[src/rtl/xbar_slave_arbiter_pkg.sv]
// Shared crossbar definitions: command encoding, arbiter state type and the
// round-robin pick helper used by the slave-port arbiters.
package xbar_slave_arbiter_pkg;

  localparam logic CMD_READ  = 1'b0;
  localparam logic CMD_WRITE = 1'b1;

  // Widest request vector the pick helper handles; callers zero-extend.
  localparam int MAX_MASTERS = 32;
  localparam int PICK_IDX_W  = 5;

  typedef enum logic {
    ST_IDLE = 1'b0,
    ST_BUSY = 1'b1
  } arb_state_t;

  typedef struct packed {
    logic [PICK_IDX_W-1:0] idx;
    logic                  found;
  } rr_pick_t;

  // First set bit of req[n-1:0] scanning upward from ptr, wrapping modulo n.
  function automatic rr_pick_t rr_pick(input logic [MAX_MASTERS-1:0] req,
                                       input int unsigned            n,
                                       input logic [PICK_IDX_W-1:0]  ptr);
    rr_pick_t    r;
    int unsigned pos;
    r.idx   = '0;
    r.found = 1'b0;
    for (int unsigned k = 0; k < MAX_MASTERS; k++) begin
      pos = 32'(ptr) + k;
      if (pos >= n) pos = pos - n;
      if (k < n && !r.found && req[pos[PICK_IDX_W-1:0]]) begin
        r.found = 1'b1;
        r.idx   = pos[PICK_IDX_W-1:0];
      end
    end
    return r;
  endfunction

endpackage

[src/rtl/rr_priority_picker.sv]
// Combinational rotate-and-find-first: index of the first requester at or
// after ptr, wrapping around N requesters.
module rr_priority_picker
  import xbar_slave_arbiter_pkg::*;
#(
  parameter int N     = 2,
  parameter int IDX_W = (N > 1) ? $clog2(N) : 1
) (
  input  logic [N-1:0]     req,
  input  logic [IDX_W-1:0] ptr,
  output logic [IDX_W-1:0] idx,
  output logic             found
);

  rr_pick_t pick;
  logic     unused_idx_hi;

  always_comb begin
    pick  = rr_pick(MAX_MASTERS'(req), N, PICK_IDX_W'(ptr));
    idx   = pick.idx[IDX_W-1:0];
    found = pick.found;
  end

  // Upper index bits are always zero for N below the helper's maximum.
  assign unused_idx_hi = ^pick.idx;

endmodule

[src/rtl/xbar_slave_arbiter.sv]
// Per-slave-port crossbar arbiter: round-robin grant among masters, forwards
// the winner to the slave and routes ack/rdata back, with a no-ack watchdog.
module xbar_slave_arbiter
  import xbar_slave_arbiter_pkg::*;
#(
  parameter int N_MASTERS      = 2,
  parameter int ADDR_W         = 32,
  parameter int DATA_W         = 32,
  parameter int TIMEOUT_CYCLES = 64,
  parameter int GW             = $clog2(N_MASTERS)
) (
  input  logic                          clk,
  input  logic                          rst,
  input  logic [N_MASTERS-1:0]          m_req,
  input  logic [N_MASTERS*ADDR_W-1:0]   m_addr,
  input  logic [N_MASTERS*DATA_W-1:0]   m_wdata,
  input  logic [N_MASTERS-1:0]          m_cmd,
  output logic [N_MASTERS-1:0]          m_ack,
  output logic [N_MASTERS-1:0]          m_err,
  output logic [DATA_W-1:0]             m_rdata,
  output logic                          s_req,
  output logic [ADDR_W-1:0]             s_addr,
  output logic [DATA_W-1:0]             s_wdata,
  output logic                          s_cmd,
  output logic                          s_connect_approved,
  input  logic                          s_ack,
  input  logic [DATA_W-1:0]             s_rdata,
  output logic [GW-1:0]                 grant_id
);

  localparam int WD_W = $clog2(TIMEOUT_CYCLES);
  localparam logic [WD_W-1:0] WD_LIMIT = WD_W'(TIMEOUT_CYCLES - 1);

  arb_state_t      state;
  logic [GW-1:0]   rr_ptr;
  logic [WD_W-1:0] wd_cnt;
  logic [GW-1:0]   pick_idx;
  logic            pick_found;
  logic [GW-1:0]   next_ptr;
  logic            busy;
  logic            req_g;
  logic            wd_at_limit;
  logic            wd_expired;

  rr_priority_picker #(.N(N_MASTERS), .IDX_W(GW)) u_picker (
    .req   (m_req),
    .ptr   (rr_ptr),
    .idx   (pick_idx),
    .found (pick_found)
  );

  assign busy        = (state == ST_BUSY);
  assign req_g       = m_req[grant_id];
  assign wd_at_limit = (wd_cnt == WD_LIMIT);
  // Ack and master abort both outrank the watchdog, so no err in those cycles.
  assign wd_expired  = busy && req_g && !s_ack && wd_at_limit;
  assign next_ptr    = (grant_id == GW'(N_MASTERS - 1)) ? '0 : grant_id + 1'b1;

  always_ff @(posedge clk or posedge rst) begin
    if (rst) begin
      state    <= ST_IDLE;
      rr_ptr   <= '0;
      grant_id <= '0;
      wd_cnt   <= '0;
    end else begin
      case (state)
        ST_IDLE: begin
          wd_cnt <= '0;
          if (pick_found) begin
            grant_id <= pick_idx;
            state    <= ST_BUSY;
          end
        end
        ST_BUSY: begin
          if (s_ack || !req_g || wd_at_limit) begin
            state  <= ST_IDLE;
            rr_ptr <= next_ptr;
            wd_cnt <= '0;
          end else begin
            wd_cnt <= wd_cnt + 1'b1;
          end
        end
        default: state <= ST_IDLE;
      endcase
    end
  end

  assign s_connect_approved = busy;
  assign s_req   = busy && req_g;
  assign s_addr  = busy ? m_addr[int'(grant_id)*ADDR_W +: ADDR_W] : '0;
  assign s_wdata = busy ? m_wdata[int'(grant_id)*DATA_W +: DATA_W] : '0;
  assign s_cmd   = (busy && m_cmd[grant_id] == CMD_WRITE) ? CMD_WRITE : CMD_READ;
  assign m_rdata = busy ? s_rdata : '0;

  always_comb begin
    m_ack = '0;
    m_err = '0;
    if (busy) begin
      m_ack[grant_id] = s_ack;
      m_err[grant_id] = wd_expired;
    end
  end

endmodule
[config.mk]
export PLATFORM = sky130hd
export DESIGN_NAME = xbar_slave_arbiter
export DESIGN_NICKNAME = d
export VERILOG_FILES = /design/src/rtl/xbar_slave_arbiter_pkg.sv /design/src/rtl/rr_priority_picker.sv /design/src/rtl/xbar_slave_arbiter.sv
export SDC_FILE = /design/constraint.sdc
export NUM_CORES = 1
export LEC_CHECK = 0
export CAP_MARGIN = 40
export CELL_PAD_IN_SITES_DETAIL_PLACEMENT = 1
export CELL_PAD_IN_SITES_GLOBAL_PLACEMENT = 1
export CORE_UTILIZATION = 13
export DETAILED_ROUTE_END_ITERATION = 10
export PLACE_DENSITY_LB_ADDON = 0.1
export SYNTH_ARGS = -nofsm -noshare
export SYNTH_HDL_FRONTEND = slang
export SYNTH_HIERARCHICAL = 1
export SYNTH_SLANG_ARGS = --single-unit
export TNS_END_PERCENT = 10
[constraint.sdc]
create_clock -name clk -period 1.7 [get_ports clk]
set_clock_uncertainty 0.05 [all_clocks]
set_input_delay 0.17 -clock clk [delete_from_list [all_inputs] [get_ports clk]]
set_output_delay 0.17 -clock clk [all_outputs]
set_load 0.005 [all_outputs]
# Word-level counts from Yosys, hierarchy flattened

Index checks and enable logic that the tools add are counted.

Add/subtract/negate cells: 5
Multipliers: 0
Div/mod/pow operators: 0
Order comparisons: 6
Equal/unequal tests: 1
Shift operators: 2
Mux-type cells: 26
Bitwise operators: 3
Reductions and logical operators: 13

Operators by type and width:

| operator              | count |
|---|---|
| $shiftx A64 B7 Y32    | 2 |
| $mux W32              | 3 |
| $ge A32 B2 Y1 const B | 1 |
| $lt A5 B6 Y1 const B  | 2 |
| $pmux W6 S2           | 1 |
| $mux W1               | 11 |
| $bmux W1 S5           | 2 |
| $mux W5               | 2 |
| $mux W2               | 4 |
| $add A6 B1 Y6 const B | 1 |
| $eq A6 B6 Y1 const B  | 1 |
| $logic_and A1 B1 Y1   | 6 |
| $mux W6               | 1 |
| $sub A5 B2 Y5 const B | 1 |
| $and A2 B2 Y2         | 2 |
| $reduce_and A2 Y1     | 2 |
| $logic_not A1 Y1      | 3 |
| $sub A1 B2 Y3 const B | 1 |
| $add A1 B1 Y2 const B | 1 |
| $ge A1 B2 Y1 const B  | 1 |
| $logic_or A1 B1 Y1    | 2 |
| $lt A1 B2 Y1 const B  | 1 |
| $pmux W1 S2           | 1 |
| $add A1 B1 Y1 const B | 1 |
| other kinds (3)       | 3 |

Flip-flop bits (word level): 9
Latch bits: 0
Bits in writable memories: 0
Memory bits (read-only): 0
Input bits: 167
Output and inout port bits: 104
Logic and storage cells: 60
Memories: 0

# Depth between registers and ports, before layout

Depth after elaboration: 10
Mapped depth: 4
Gate-level depth less buffers: 4

# Modules after synthesis

Netlist, hierarchy kept.

By module, submodules not included:

| module             | times used | cells an instance | area an instance (µm²) | seq. area each (µm²) |
|---|---|---|---|---|
| xbar_slave_arbiter | 1          | 229               | 1650.3                 | 225.2 |
| rr_priority_picker | 1          | 3                 | 17.5                   | 0.0 |

# Worst setup path before layout

No wires, ideal clock.

Kind: register to output
From: register grant_id
To: output port m_err[0]
Data arrival time: 1.099 ns
Data required time: 1.480 ns
Setup slack: 0.381 ns
Stages on the path, launching flop included: 5
Buffers on the path: 1
Cell sequence: dfrtp_1 buf_2 mux2_4 nand3_1 nor3_1

Cells in the longest elaborated chain, start to end: 7
Elaborated cells between the ends (all ways): 12
Those cells by class: order compare (2); mux (5); bitwise (1); reduce/logical (4)

RTL lines:

| what                                                                 | line                     | RTL |
|---|---|---|
| start, declared                                                      | xbar_slave_arbiter.sv:28 | `output logic [GW-1:0] grant_id` |
| start signal, assigned                                               | xbar_slave_arbiter.sv:70 | `grant_id <= pick_idx;` |
| parallel branches: the longest is 5 deep, another holds $lt A1 B2 Y1 | -                        |  |
| $and A2 B2 Y2 (no source line) *                                     | -                        |  |
| $mux W2 *                                                            | xbar_slave_arbiter.sv:98 | `if (busy) begin` |
| end, declared                                                        | xbar_slave_arbiter.sv:19 | `output logic [N_MASTERS-1:0] m_err,` |

Mark *: on every way between the ends. The select of a mux whose other input is x is not followed.

# Worst setup path in the final report

From: register grant_id
To: output port s_wdata[21]

Cells in the longest elaborated chain, start to end: 2

RTL lines:

| what               | line                     | RTL |
|---|---|---|
| $shiftx A64 B7 Y32 | xbar_slave_arbiter.sv:91 | `assign s_wdata = busy ? m_wdata[int'(grant_id)*DATA_W +: DATA_W] : '0;` |
| $mux W32           | xbar_slave_arbiter.sv:91 |  |
| end, declared      | xbar_slave_arbiter.sv:23 | `output logic [DATA_W-1:0] s_wdata,` |

Every way passes these cells.

==> flow_summary.yaml <==
cells_and_area:
  filler_cell_count: 1485
  multi_input_comb_area_um2: 1400
  ff_latch_area_um2: 230
  area_growth_pct: 192
  post_route_cells_drive_above_1_share: 0.220
  n_antenna_cell: 0
  final_net_count: 691
  utilization: 0.388
floorplanning:
  floorplan.initialDensity: 0.133
  floorplan.die.width_um: 115
  die_y_um: 115
  fp.coreArea_um2: 12600
  dieArea_um2: 13300
  floorplan.rows: 41
  ios: 271
synthesis:
  avgSynthCellArea_um2: 7.19
  synthCells: 232
  synth_area_um2: 1670
  synth.distinct_cells: 27
  ys.warnings.count: 6
  synthesis.nets: 400
  synth_seq_cells: 9
  synth_sequential_area_ratio: 0.135
setup_path:
  critPathCaptureType: "output port"
  reg2reg_from: "grant_id"
  timing.critical_path.from_type: "flop"
  critical_path_peak_fanout: 13
  required_ns: 1.48
  regToRegSetupSlack_ns: 0.11
  worst_setup_path_endpoint: "s_wdata[21]"
  r2r_end: "rr_ptr"
  crit_type: "flop to output port"
  crit_start: "grant_id"
  worstRegToRegCells: 5
  worstPathArrival_ns: 1.59
clock_tree:
  cts_tree: "yes"
  clockRootBuffer: "clkbuf_16"
  total_number_of_clock_tree_sinks: 9
  max-clock-path-buffers: 2
  clk_latency_ns: 0.24
  cts_htree_levels: 1
  cts-buffers-inserted: 3
  clk_transition_reported_paths_ns: 0.04
  holdBufCountCts: 0
drt:
  drt_wirelength_um: 10600
  dr.first_iter.drc_count: 43
  drt-pass1-iter-count: 5
  ant_nets: 0
  route.vias.total: 2752
  drc: 0
  drt-wirelength-per-cell_um: 15.2
  post_drt_via_cell_ratio: 3.97
sta:
  finalHoldWorstSlack_ns: 0.152
  setup_viol: 26
  rsz0062_at_grt: "yes"
  finalWorstPathRequiredPeriod_ns: 1.81
  timing.fmax_mhz: 552
  timing_worst_slew_pin_value_ns: 0.365
  totalNegativeSetupSlack_ns: -0.822
  setup_ws_ns: -0.111
  worst_slew_margin_rel: 0.757
  timing.final.hold_violations: 0
  finalCritPeriodShare: 1.07
  maxSlewViolCount: 0
pwr:
  power.leakage_uw: 0.00259
  power-per-cell-area_nw_per_um2: 1010
  power.ir.vdd_worst_mv: 0.294
placed_design:
  gp_congestion: 0.733
  port-buffer-count: 270
  post-dp-hpwl_um: 8350
global_route:
  overflow: 0
  number_of_antenna_violations_at_the_first_check_in_global_routing: 0
  gr-usage-all-layers: 0.147
  number_of_global_route_vias_before_repair: 2899
  grt_max_degree: 31
  grt_pass1_wl_um: 15000
run_status:
  violations: "negative setup slack"
  outcome: "complete, but fails checks"
min_path:
  worstHoldPathType: "input port to asynchronous set/reset pin"
job:
  max_cap_viol_count: 0
flip-flops by register name, indices dropped and copies added, names as in the netlist:
name / flops
grant_id: 1
wd_cnt: 6
s_connect_approved: 1
rr_ptr: 1
cell usage after synthesis (all sizes together):
library cell | number | area (µm²)
o2111ai | 2 | 17.5
xnor2 | 1 | 8.76
o21ai | 1 | 5.00
a21boi | 1 | 7.51
nand2b | 1 | 6.26
dfrtp | 9 | 225
xor2 | 2 | 17.5
buf | 13 | 60.1
inv | 5 | 18.8
mux2i | 65 | 651
nand2 | 3 | 11.3
o311ai | 1 | 16.3
and2 | 33 | 206
mux2 | 2 | 26.3
clkbuf | 6 | 22.5
or2 | 1 | 6.26
nand4b | 1 | 8.76
a21oi | 2 | 10.0
nor2b | 1 | 6.26
nand3 | 5 | 25.0
and3 | 2 | 12.5
nor3 | 2 | 10.0
o211a | 1 | 10.0
ha | 1 | 12.5
nor2 | 71 | 267
timing repair:
| action | CTS | global route |
|---|---|---|
| pin swaps | 4 | 6 |
| setup endpoints to repair | 103 | 89 |
| setup buffers | 8 | 7 |
| gates cloned | 2 | 1 |
| resized for setup | 204 | 97 |
per-stage QoR:
step / power, µW / instance area [µm²] / cells / setup slack [ns]
final: 4940 / 4870 / 694 / -0.111
after floorplan: 1990 / 1670 / 232 / 0.381
after CTS: 4940 / 4800 / 688 / -0.214
after global routing: 5310 / 4870 / 694 / -0.162
after detailed placement: 4420 / 4720 / 675 / -0.219
after global placement: 4400 / 4720 / 675 / -0.166
worst max-delay path, cell delays in order (launching register included):
cell	delay [ns]
dfrtp_4	0.51
buf_8	0.15
buf_6	0.12
buf_12	0.15
mux2i_1	0.12
nor2_1	0.09
clkdlybuf4s15_2	0.22
worst min-delay path by stage:
stage	from	end	slack, ns	depth (start not counted)
final	rst	wd_cnt[3]	0.15	2
after global routing	rst	wd_cnt[0]	0.19	2
after CTS	rst	wd_cnt[3]	0.18	2
after detailed placement	rst	wd_cnt[3]	0.43	2
after global placement	rst	wd_cnt[3]	0.42	2
after floorplan	rst	grant_id	-0.05	1
area by class of cell:
type / instances / area share
Tap cell: 172 / 0.0442
Timing Repair Buffer: 305 / 0.602
Inverter: 5 / 0.00385
Sequential cell: 9 / 0.0473
Clock inverter: 1 / 0.00103
Multi-Input combinational cell: 199 / 0.286
Clock buffer: 3 / 0.0154
metal layers:
metal | global-route usage | share of wire | vias to the layer above | wire length [µm]
li1 | - | - | 1352 | -
met1 | 0.139 | 0.33 | 1253 | 3530
met2 | 0.305 | 0.57 | 142 | 5980
met3 | 0.0464 | 0.094 | 5 | 991
met4 | 0.0260 | 0.0062 | 0 | 65
met5 | 0 | 0 | - | 0
power breakdown:
| group | switching (µW) | total (µW) | internal (µW) |
|---|---|---|---|
| Sequential | 71.2 | 335 | 264 |
| Combinational | 1740 | 4180 | 2440 |
| Clock | 117 | 428 | 311 |
| Total | 1930 | 4940 | 3010 |
cell families after synthesis:
logic type / after synthesis / synth area share
AO/OA/AOI/OAI: 8 / 0.0398
XOR/XNOR: 3 / 0.0158
adder cells (fa/ha/maj): 1 / 0.00750
buffers and inverters: 24 / 0.0608
flip-flops: 9 / 0.135
multiplexers: 67 / 0.406
AND/OR/NAND/NOR: 120 / 0.335
layout by cell type (no fill, tap or decap), types with 2 or more instances in the layout:
cell type        netlist  final
clkdlybuf4s50_1        0    167
nor2_1                71     70
mux2i_1               65     62
buf_2                  9     37
and2_1                33     33
dlymetal6s2s_1         0     32
clkbuf_2               0     19
buf_4                  0     17
buf_6                  0      8
dfrtp_1                9      7
clkdlybuf4s15_2        0      6
dlygate4sd2_1          0      5
buf_12                 0      5
nand3_1                5      4
clkbuf_16              0      4
clkdlybuf4s15_1        0      4
inv_1                  5      3
nand2_1                3      3
xor2_1                 2      2
o2111ai_1              2      2
and3_1                 2      2
nor3_2                 0      2
inv_2                  0      2
mux2i_4                0      2
a21oi_1                2      2
buf_8                  0      2
buf_16                 0      2
Power figures use the tool's default switching activity.
